### config.mk
export PLATFORM = sky130hd
export DESIGN_NAME = pag_refill_seq
export DESIGN_NICKNAME = d
export VERILOG_FILES = /design/src/rtl/pag_refill_seq_pkg.sv /design/src/rtl/pag_refill_adr.sv /design/src/rtl/pag_refill_seq.sv
export SDC_FILE = /design/constraint.sdc
export NUM_CORES = 1
export LEC_CHECK = 0
export CAP_MARGIN = 30
export CORE_MARGIN = 4
export CORE_UTILIZATION = 40
export CTS_CLUSTER_SIZE = 20
export DETAILED_ROUTE_END_ITERATION = 8
export GPL_TIMING_DRIVEN = 0
export PLACE_DENSITY = 0.79
export SLEW_MARGIN = 20
export SYNTH_ARGS = -nofsm -noshare
export SYNTH_HDL_FRONTEND = slang
export SYNTH_SLANG_ARGS = --single-unit
### constraint.sdc
create_clock -name clk -period 3.1 [get_ports clk]
set_input_delay 0.465 -clock clk [delete_from_list [all_inputs] [get_ports clk]]
set_output_delay 0.465 -clock clk [all_outputs]
set_load 0.02 [all_outputs]
### src/rtl/pag_refill_seq_pkg.sv
// Shared types and constants for the page-table refill sequencer and its
// address mapper.
package pag_refill_seq_pkg;

  localparam int DATA_W = 36;
  localparam int ADR_W  = 22;

  typedef enum logic [2:0] {
    ST_IDLE,
    ST_REQ,
    ST_WAIT,
    ST_WRITE,
    ST_DONE,
    ST_ERR
  } state_t;

  // Word offsets of the page-table halves inside a base page (octal)
  localparam logic [ADR_W-1:0] OFS_EXEC_LO = 22'o600;
  localparam logic [ADR_W-1:0] OFS_SHARED  = 22'o400;
  localparam logic [ADR_W-1:0] OFS_EXEC_HI = 22'o200;

  localparam logic [8:0] PAGE_SHARED_LO = 9'o340;
  localparam logic [8:0] PAGE_EXEC_HI   = 9'o400;

  localparam logic [7:0] WD_LIMIT = 8'd255;

endpackage

### src/rtl/pag_refill_adr.sv
// Combinational page-table word address for a VMA page: two page entries
// share one table word, so the page number is halved after rebasing.
module pag_refill_adr
  import pag_refill_seq_pkg::*;
(
  input  logic        user,
  input  logic [8:0]  page,
  input  logic [12:0] ubr,
  input  logic [12:0] ebr,
  output logic [21:0] adr
);

  logic [ADR_W-1:0] ubr_base;
  logic [ADR_W-1:0] ebr_base;
  logic [8:0]       rel;

  always_comb begin
    ubr_base = {ubr, 9'd0};
    ebr_base = {ebr, 9'd0};
    rel      = '0;
    adr      = '0;
    if (user) begin
      adr = ubr_base + 22'(page >> 1);
    end else if (page < PAGE_SHARED_LO) begin
      adr = ebr_base + OFS_EXEC_LO + 22'(page >> 1);
    end else if (page < PAGE_EXEC_HI) begin
      // Exec pages 0340-0377 live in the user page table
      rel = page - PAGE_SHARED_LO;
      adr = ubr_base + OFS_SHARED + 22'(rel >> 1);
    end else begin
      rel = page - PAGE_EXEC_HI;
      adr = ebr_base + OFS_EXEC_HI + 22'(rel >> 1);
    end
  end

endmodule

### src/rtl/pag_refill_seq.sv
// Page-table refill sequencer: fetches one page-table word from memory,
// checks parity/errors under a watchdog and writes it into the page table.
module pag_refill_seq
  import pag_refill_seq_pkg::*;
(
  input  logic        clk,
  input  logic        reset,
  input  logic        refill_req,
  input  logic        vma_user,
  input  logic [8:0]  vma_page,
  input  logic [12:0] ubr,
  input  logic [12:0] ebr,
  output logic        mem_rd_req,
  output logic [21:0] mem_adr,
  input  logic        mem_ack,
  input  logic        mem_data_valid,
  input  logic [35:0] mem_data,
  input  logic        mem_par,
  input  logic        mem_error,
  input  logic        refill_abort,
  output logic        pt_wr,
  output logic        pt_dir_wr,
  output logic [35:0] pt_wr_data,
  output logic        refill_busy,
  output logic        refill_done,
  output logic        refill_error
);

  state_t           state_q;
  state_t           state_d;
  logic [7:0]       wd_q;
  logic [ADR_W-1:0] adr_next;
  logic             par_ok;

  pag_refill_adr u_adr (
    .user (vma_user),
    .page (vma_page),
    .ubr  (ubr),
    .ebr  (ebr),
    .adr  (adr_next)
  );

  // Odd parity across the 36 data bits plus the parity bit
  assign par_ok = ^{mem_data, mem_par};

  always_comb begin
    state_d = state_q;
    case (state_q)
      ST_IDLE:  if (refill_req) state_d = ST_REQ;
      ST_REQ: begin
        if (refill_abort)  state_d = ST_IDLE;
        else if (mem_ack)  state_d = ST_WAIT;
      end
      ST_WAIT: begin
        if (refill_abort)              state_d = ST_IDLE;
        else if (mem_error)            state_d = ST_ERR;
        else if (mem_data_valid)       state_d = par_ok ? ST_WRITE : ST_ERR;
        else if (wd_q == WD_LIMIT)     state_d = ST_ERR;
      end
      ST_WRITE: state_d = ST_DONE;
      ST_DONE:  state_d = ST_IDLE;
      ST_ERR:   state_d = ST_IDLE;
      default:  state_d = ST_IDLE;
    endcase
  end

  always_ff @(posedge clk or posedge reset) begin
    if (reset) begin
      state_q <= ST_IDLE;
    end else begin
      state_q <= state_d;
    end
  end

  // Outputs are decoded from the next state so they appear with the state
  always_ff @(posedge clk or posedge reset) begin
    if (reset) begin
      wd_q         <= '0;
      mem_adr      <= '0;
      pt_wr_data   <= '0;
      mem_rd_req   <= 1'b0;
      pt_wr        <= 1'b0;
      pt_dir_wr    <= 1'b0;
      refill_busy  <= 1'b0;
      refill_done  <= 1'b0;
      refill_error <= 1'b0;
    end else begin
      wd_q <= (state_q == ST_WAIT) ? wd_q + 8'd1 : 8'd0;
      if (state_q == ST_IDLE && refill_req) mem_adr <= adr_next;
      if (state_q == ST_WAIT && mem_data_valid) pt_wr_data <= mem_data;
      mem_rd_req   <= (state_d == ST_REQ);
      pt_wr        <= (state_d == ST_WRITE);
      pt_dir_wr    <= (state_d == ST_WRITE);
      refill_busy  <= (state_d != ST_IDLE);
      refill_done  <= (state_d == ST_DONE);
      refill_error <= (state_d == ST_ERR);
    end
  end

endmodule

Yosys cells after proc, flatten, opt, wreduce, memory -nomap -nowiden
Index checks and enable logic that the tools add are counted.

cells by class
  reduce and logical (&&, ||, !) cells = 5
  muxes and demuxes = 13
  add/sub/neg operators = 10
  magnitude comparators = 2
  eq/ne operators = 8

operators by type and width
  kind                   number
  $add 22x8->22          4
  $mux 22                3
  $add 22x9->22 const B  2
  $reduce_xor 37->1      1
  $mux 3                 8
  $add 22x8->22 const B  1
  $pmux 3 s4             1
  $eq 3x2->1 const B     3
  $lt 9x8->1 const B     1
  $lt 9x9->1 const B     1
  $sub 9x8->9 const B    1
  $sub 9x9->9 const B    1
  $add 8x1->8 const B    1
  $eq 8x8->1 const B     1
  $mux 8                 1
  $eq 3x1->1 const B     2
  $eq 3x3->1 const B     2
  $logic_not 3->1        1
  $reduce_bool 3->1      1
  $logic_and 1x1->1      2

word-level totals
  input bits = 80
  flip-flop bits (word level) = 74
  output and inout port bits = 64
  logic and storage cells = 47

Depth between registers and ports, before layout
  word-level depth = 7
  mapped depth = 8
  gate-level depth less buffers = 8

Modules after synthesis
From an unflattened synthesis, not the netlist that was laid out.

unflattened totals
  cell total of the unflattened synthesis = 283
  area total of the unflattened synthesis = 3606.0 um2

by module, submodules not included
  module          instances  seq. area each (um2)  area an instance (um2)  cells each
  pag_refill_seq  1          1851.8                3214.3                  228
  pag_refill_adr  1          0.0                   391.6                   55

Worst setup path before layout
Ideal clock, no wire load.

  path kind = input -> register
  start = in mem_data[15]
  end = reg refill_busy
  cell stages on the path = 7
  slack = 1.052 ns
  data required time = 3.027 ns
  path buffers = 0
  arrival = 1.975 ns
  setup time = 0.073 ns
  cells stage by stage = xor2_1 -> xnor2_1 -> xnor2_1 -> xnor3_1 -> xnor2_2 -> a2111oi_2 -> nand4bb_1

between the ends
  cells in the longest elaborated chain, start to end = 7

RTL lines
  item                  line                  RTL
  start, declared       pag_refill_seq.sv:17  input logic [35:0] mem_data,
  $reduce_xor 37->1     pag_refill_seq.sv:44  assign par_ok = ^{mem_data, mem_par};
  $mux 3 (2 in a row)   pag_refill_seq.sv:57  else if (mem_data_valid) state_d = par_ok ? ST_WRITE : ST_ERR;
  $mux 3                pag_refill_seq.sv:56  else if (mem_error) state_d = ST_ERR;
  $mux 3                pag_refill_seq.sv:55  if (refill_abort) state_d = ST_IDLE;
  $pmux 3 s4            pag_refill_seq.sv:48  case (state_q)
  $reduce_bool 3->1     pag_refill_seq.sv:94  refill_busy <= (state_d != ST_IDLE);
  end signal, assigned  pag_refill_seq.sv:94
  end, declared         pag_refill_seq.sv:24  output logic refill_busy,

Every way passes these cells.
A chain may end at the register's enable or synchronous reset.

Worst setup path in the final report
  start = reg state_q[2]
  end = reg pt_wr_data[28]

between the ends
  cells in the longest elaborated chain, start to end = 2

RTL lines
  item                    line                  RTL
  start, declared         pag_refill_seq.sv:29  state_t state_q;
  start signal, assigned  pag_refill_seq.sv:71  state_q <= state_d;
  $eq 3x2->1              pag_refill_seq.sv:90  if (state_q == ST_WAIT && mem_data_valid) pt_wr_data <= mem_data;
  $logic_and 1x1->1       pag_refill_seq.sv:90
  end signal, assigned    pag_refill_seq.sv:90
  end, declared           pag_refill_seq.sv:23  output logic [35:0] pt_wr_data,

Every way passes these cells.

==> results.json <==
{
  "fmax_mhz": 415,
  "num-fill-cells": 706,
  "async_reset_ff_frac": 1.00,
  "drt_iter0_drc": 46,
  "antennaDiodeCount": 0,
  "hold_buffers": 0,
  "drc": 0,
  "synth_edf_count": 0,
  "post-place-cells": 548,
  "clock_latency_ps": 340,
  "dr.pass1.iters": 4,
  "tightest_slew_ps": 706,
  "cp_data_required_time_ps": 3330,
  "internal-power_w": 0.00276,
  "seqPwrFrac": 0.358,
  "grt_pass1_vias": 2876,
  "pwr-share-comb": 0.499,
  "wl_per_cell_microns": 15.0,
  "p_sw_w": 0.00162,
  "whs_ps": 456,
  "ctsHtreeMaxLevel": 3,
  "route.vias.total": 2733,
  "postCtsSetupBuffers": 0,
  "ys_seq_area_frac": 0.538,
  "io_pins": 144,
  "power_w": 0.00438,
  "cap_violations": 0,
  "drtAntennaViolNets": 0,
  "port_buffers": 141,
  "switching_share": 0.371,
  "min_period_over_period": 0.778,
  "postSynthCellCount": 301,
  "rrSetupSlack_ps": 690,
  "place_ws_ps": 321,
  "routed_wl_microns": 8450,
  "ys.flop_type": "dfrtp_1",
  "worstSetupPathType": "reg2reg",
  "cts_buffer_depth": 2,
  "power_frac_clock": 0.143,
  "hp-class": "in2async",
  "clkTransAtPathRegs_ps": 80,
  "p_leak_nw": 2.19,
  "instances_no_fill": 563,
  "area_delta_synth_final_pct": 50.3,
  "cts_buffers": 9,
  "slew_headroom": 0.527,
  "grt_usage": 0.173,
  "maxSlewViolCount": 0,
  "end_kind": "register",
  "fp.dieW_microns": 101,
  "dieArea_sq_um": 10200,
  "cts_tree": "yes",
  "antenna_found_initial": 0,
  "cts_resized": 0,
  "grt_overflow": 0,
  "die_h_microns": 101,
  "status": "finished clean",
  "p_per_area_nw_per_um2": 846,
  "ys_ff_latch": 74,
  "start_util": 0.415,
  "syn-num-nets": 384,
  "start_kind": "register",
  "layout-drive-gt1-share": 0.131,
  "place_hpwl_microns": 6770,
  "row_count": 33,
  "setup_slack_ps": 688,
  "ys_warn_count": 0,
  "via_per_inst": 4.85,
  "skew_ps": 5.23,
  "fin_nets": 537,
  "ys_types": 35,
  "fin_setup_tns_ps": 0,
  "ir_drop_v": 0.000482,
  "cts.sinks": 74,
  "core-area_sq_um": 8300,
  "gp_congestion": 0.793,
  "setup_viol": 0,
  "root_buffer": "clkbuf_8",
  "cp_max_fo": 10,
  "critPathArrivalTime_ps": 2640,
  "synthesis.area_sq_um": 3440,
  "period_needed_ps": 2410,
  "rsz0062_at_grt": "no",
  "grt_max_degree": 52,
  "grt_pass1_wl_microns": 13900,
  "avgSynthCellArea_sq_um": 11.4,
  "hold_viol_final": 0
}
[registers in the layout, indices dropped and copies added, names as in the netlist]
signal	count
refill_done	1
mem_adr	22
pt_wr_data	36
refill_error	1
mem_rd_req	1
refill_busy	1
pt_dir_wr	1
wd_q	8
state_q	3
[synthesized netlist by cell type (2+ instances only)]
| cell type | n | area share |
|---|---|---|
| dfrtp_1 | 74 | 0.54 |
| xor2_1 | 8 | 0.020 |
| nand4_1 | 2 | 0.0036 |
| nor2b_1 | 2 | 0.0036 |
| a21oi_1 | 5 | 0.0073 |
| nand2_1 | 35 | 0.038 |
| clkbuf_1 | 7 | 0.0076 |
| a41oi_1 | 2 | 0.0051 |
| nor2_1 | 20 | 0.022 |
| and3_1 | 5 | 0.0091 |
| xnor2_1 | 33 | 0.084 |
| nand3_1 | 5 | 0.0073 |
| ha_1 | 3 | 0.011 |
| o21ai_0 | 22 | 0.032 |
| buf_2 | 3 | 0.0044 |
| nor3_1 | 6 | 0.0087 |
| inv_1 | 7 | 0.0076 |
| mux2_2 | 36 | 0.12 |
| mux2i_1 | 10 | 0.029 |
[power groups by stage]
stage	combinational, W	sequential, W	clock [W]
finish	0.00218	0.00157	0.000627
global route	0.00233	0.00163	0.000691
CTS	0.00222	0.00158	0.000649
detailed placement	0.00221	0.00159	0
global placement	0.00218	0.00156	0
floorplan	0.000661	0.00204	0
[worst max-delay path, stage by stage (launching register included)]
cell      delay (ps)
dfrtp_1          460
nor2b_1          170
nand2_1           80
clkbuf_1         220
nor2_1           600
buf_2            390
mux2_2           370
[path summary, 6_finish.rpt]
check | from | endpoint | depth (start not counted)
setup / recovery | state_q[2] | pt_wr_data[28] | 6
hold / removal | reset | pt_wr_data[15] | 2
setup reg to reg | state_q[2] | pt_wr_data[28] | 6
hold reg to reg | wd_q[0] | wd_q[0] | 1
max in group asynchronous | reset | mem_adr[4] | 3
min in group clk | wd_q[0] | wd_q[0] | 1
[cell usage in the layout (no fill, tap or decap), types with 2 or more instances in the layout]
cell             count
dfrtp_1             74
mux2_2              36
nand3_1              5
clkinv_2             4
xor2_1               8
nand2_1             35
nor2_1              20
a41oi_1              2
nor3_1               6
inv_1                6
o21ai_0             22
mux2i_1             10
buf_2                3
clkbuf_1             7
and3_1               5
clkbuf_8             9
clkinvlp_4           2
ha_1                 3
clkdlybuf4s50_1    141
nand4_1              2
a21oi_1              5
nor2b_1              2
xnor2_1             33
[metrics by stage]
stage | instance area (sq um) | utilization
after floorplan | 3440 | -
after global placement | 4990 | 0.601
after detailed placement | 5020 | 0.605
after CTS | 5180 | 0.624
after global routing | 5180 | 0.624
final | 5180 | 0.624
[layout make-up]
class / instances / area [sq um] / share of cell area
flip-flops and latches: 74 / 1850 / 0.358
multi-input cells: 208 / 1510 / 0.292
repair buffers: 142 / 1440 / 0.278
well taps: 105 / 131 / 0.0254
clock buffers: 9 / 124 / 0.0239
plain buffers: 12 / 52.6 / 0.0102
clock inverters: 6 / 35.0 / 0.00677
inverters: 7 / 28.8 / 0.00556
[routing by layer]
layer  vias up  track usage  part of all wire
met5         -            0                 0
met4         0       0.0342            0.0028
met3         2       0.0637             0.080
met2        90        0.298              0.51
met1      1317        0.209              0.41
li1       1324            -                 -
[kinds of logic after synthesis]
| kind of cell | share of synthesized area |
|---|---|
| mux | 0.147 |
| simple gates | 0.109 |
| fa+ha+maj | 0.0109 |
| buf+inv | 0.0229 |
| xor+xnor | 0.116 |
| compound gates | 0.0578 |
| flops | 0.538 |
Power figures use the tool's default switching activity.
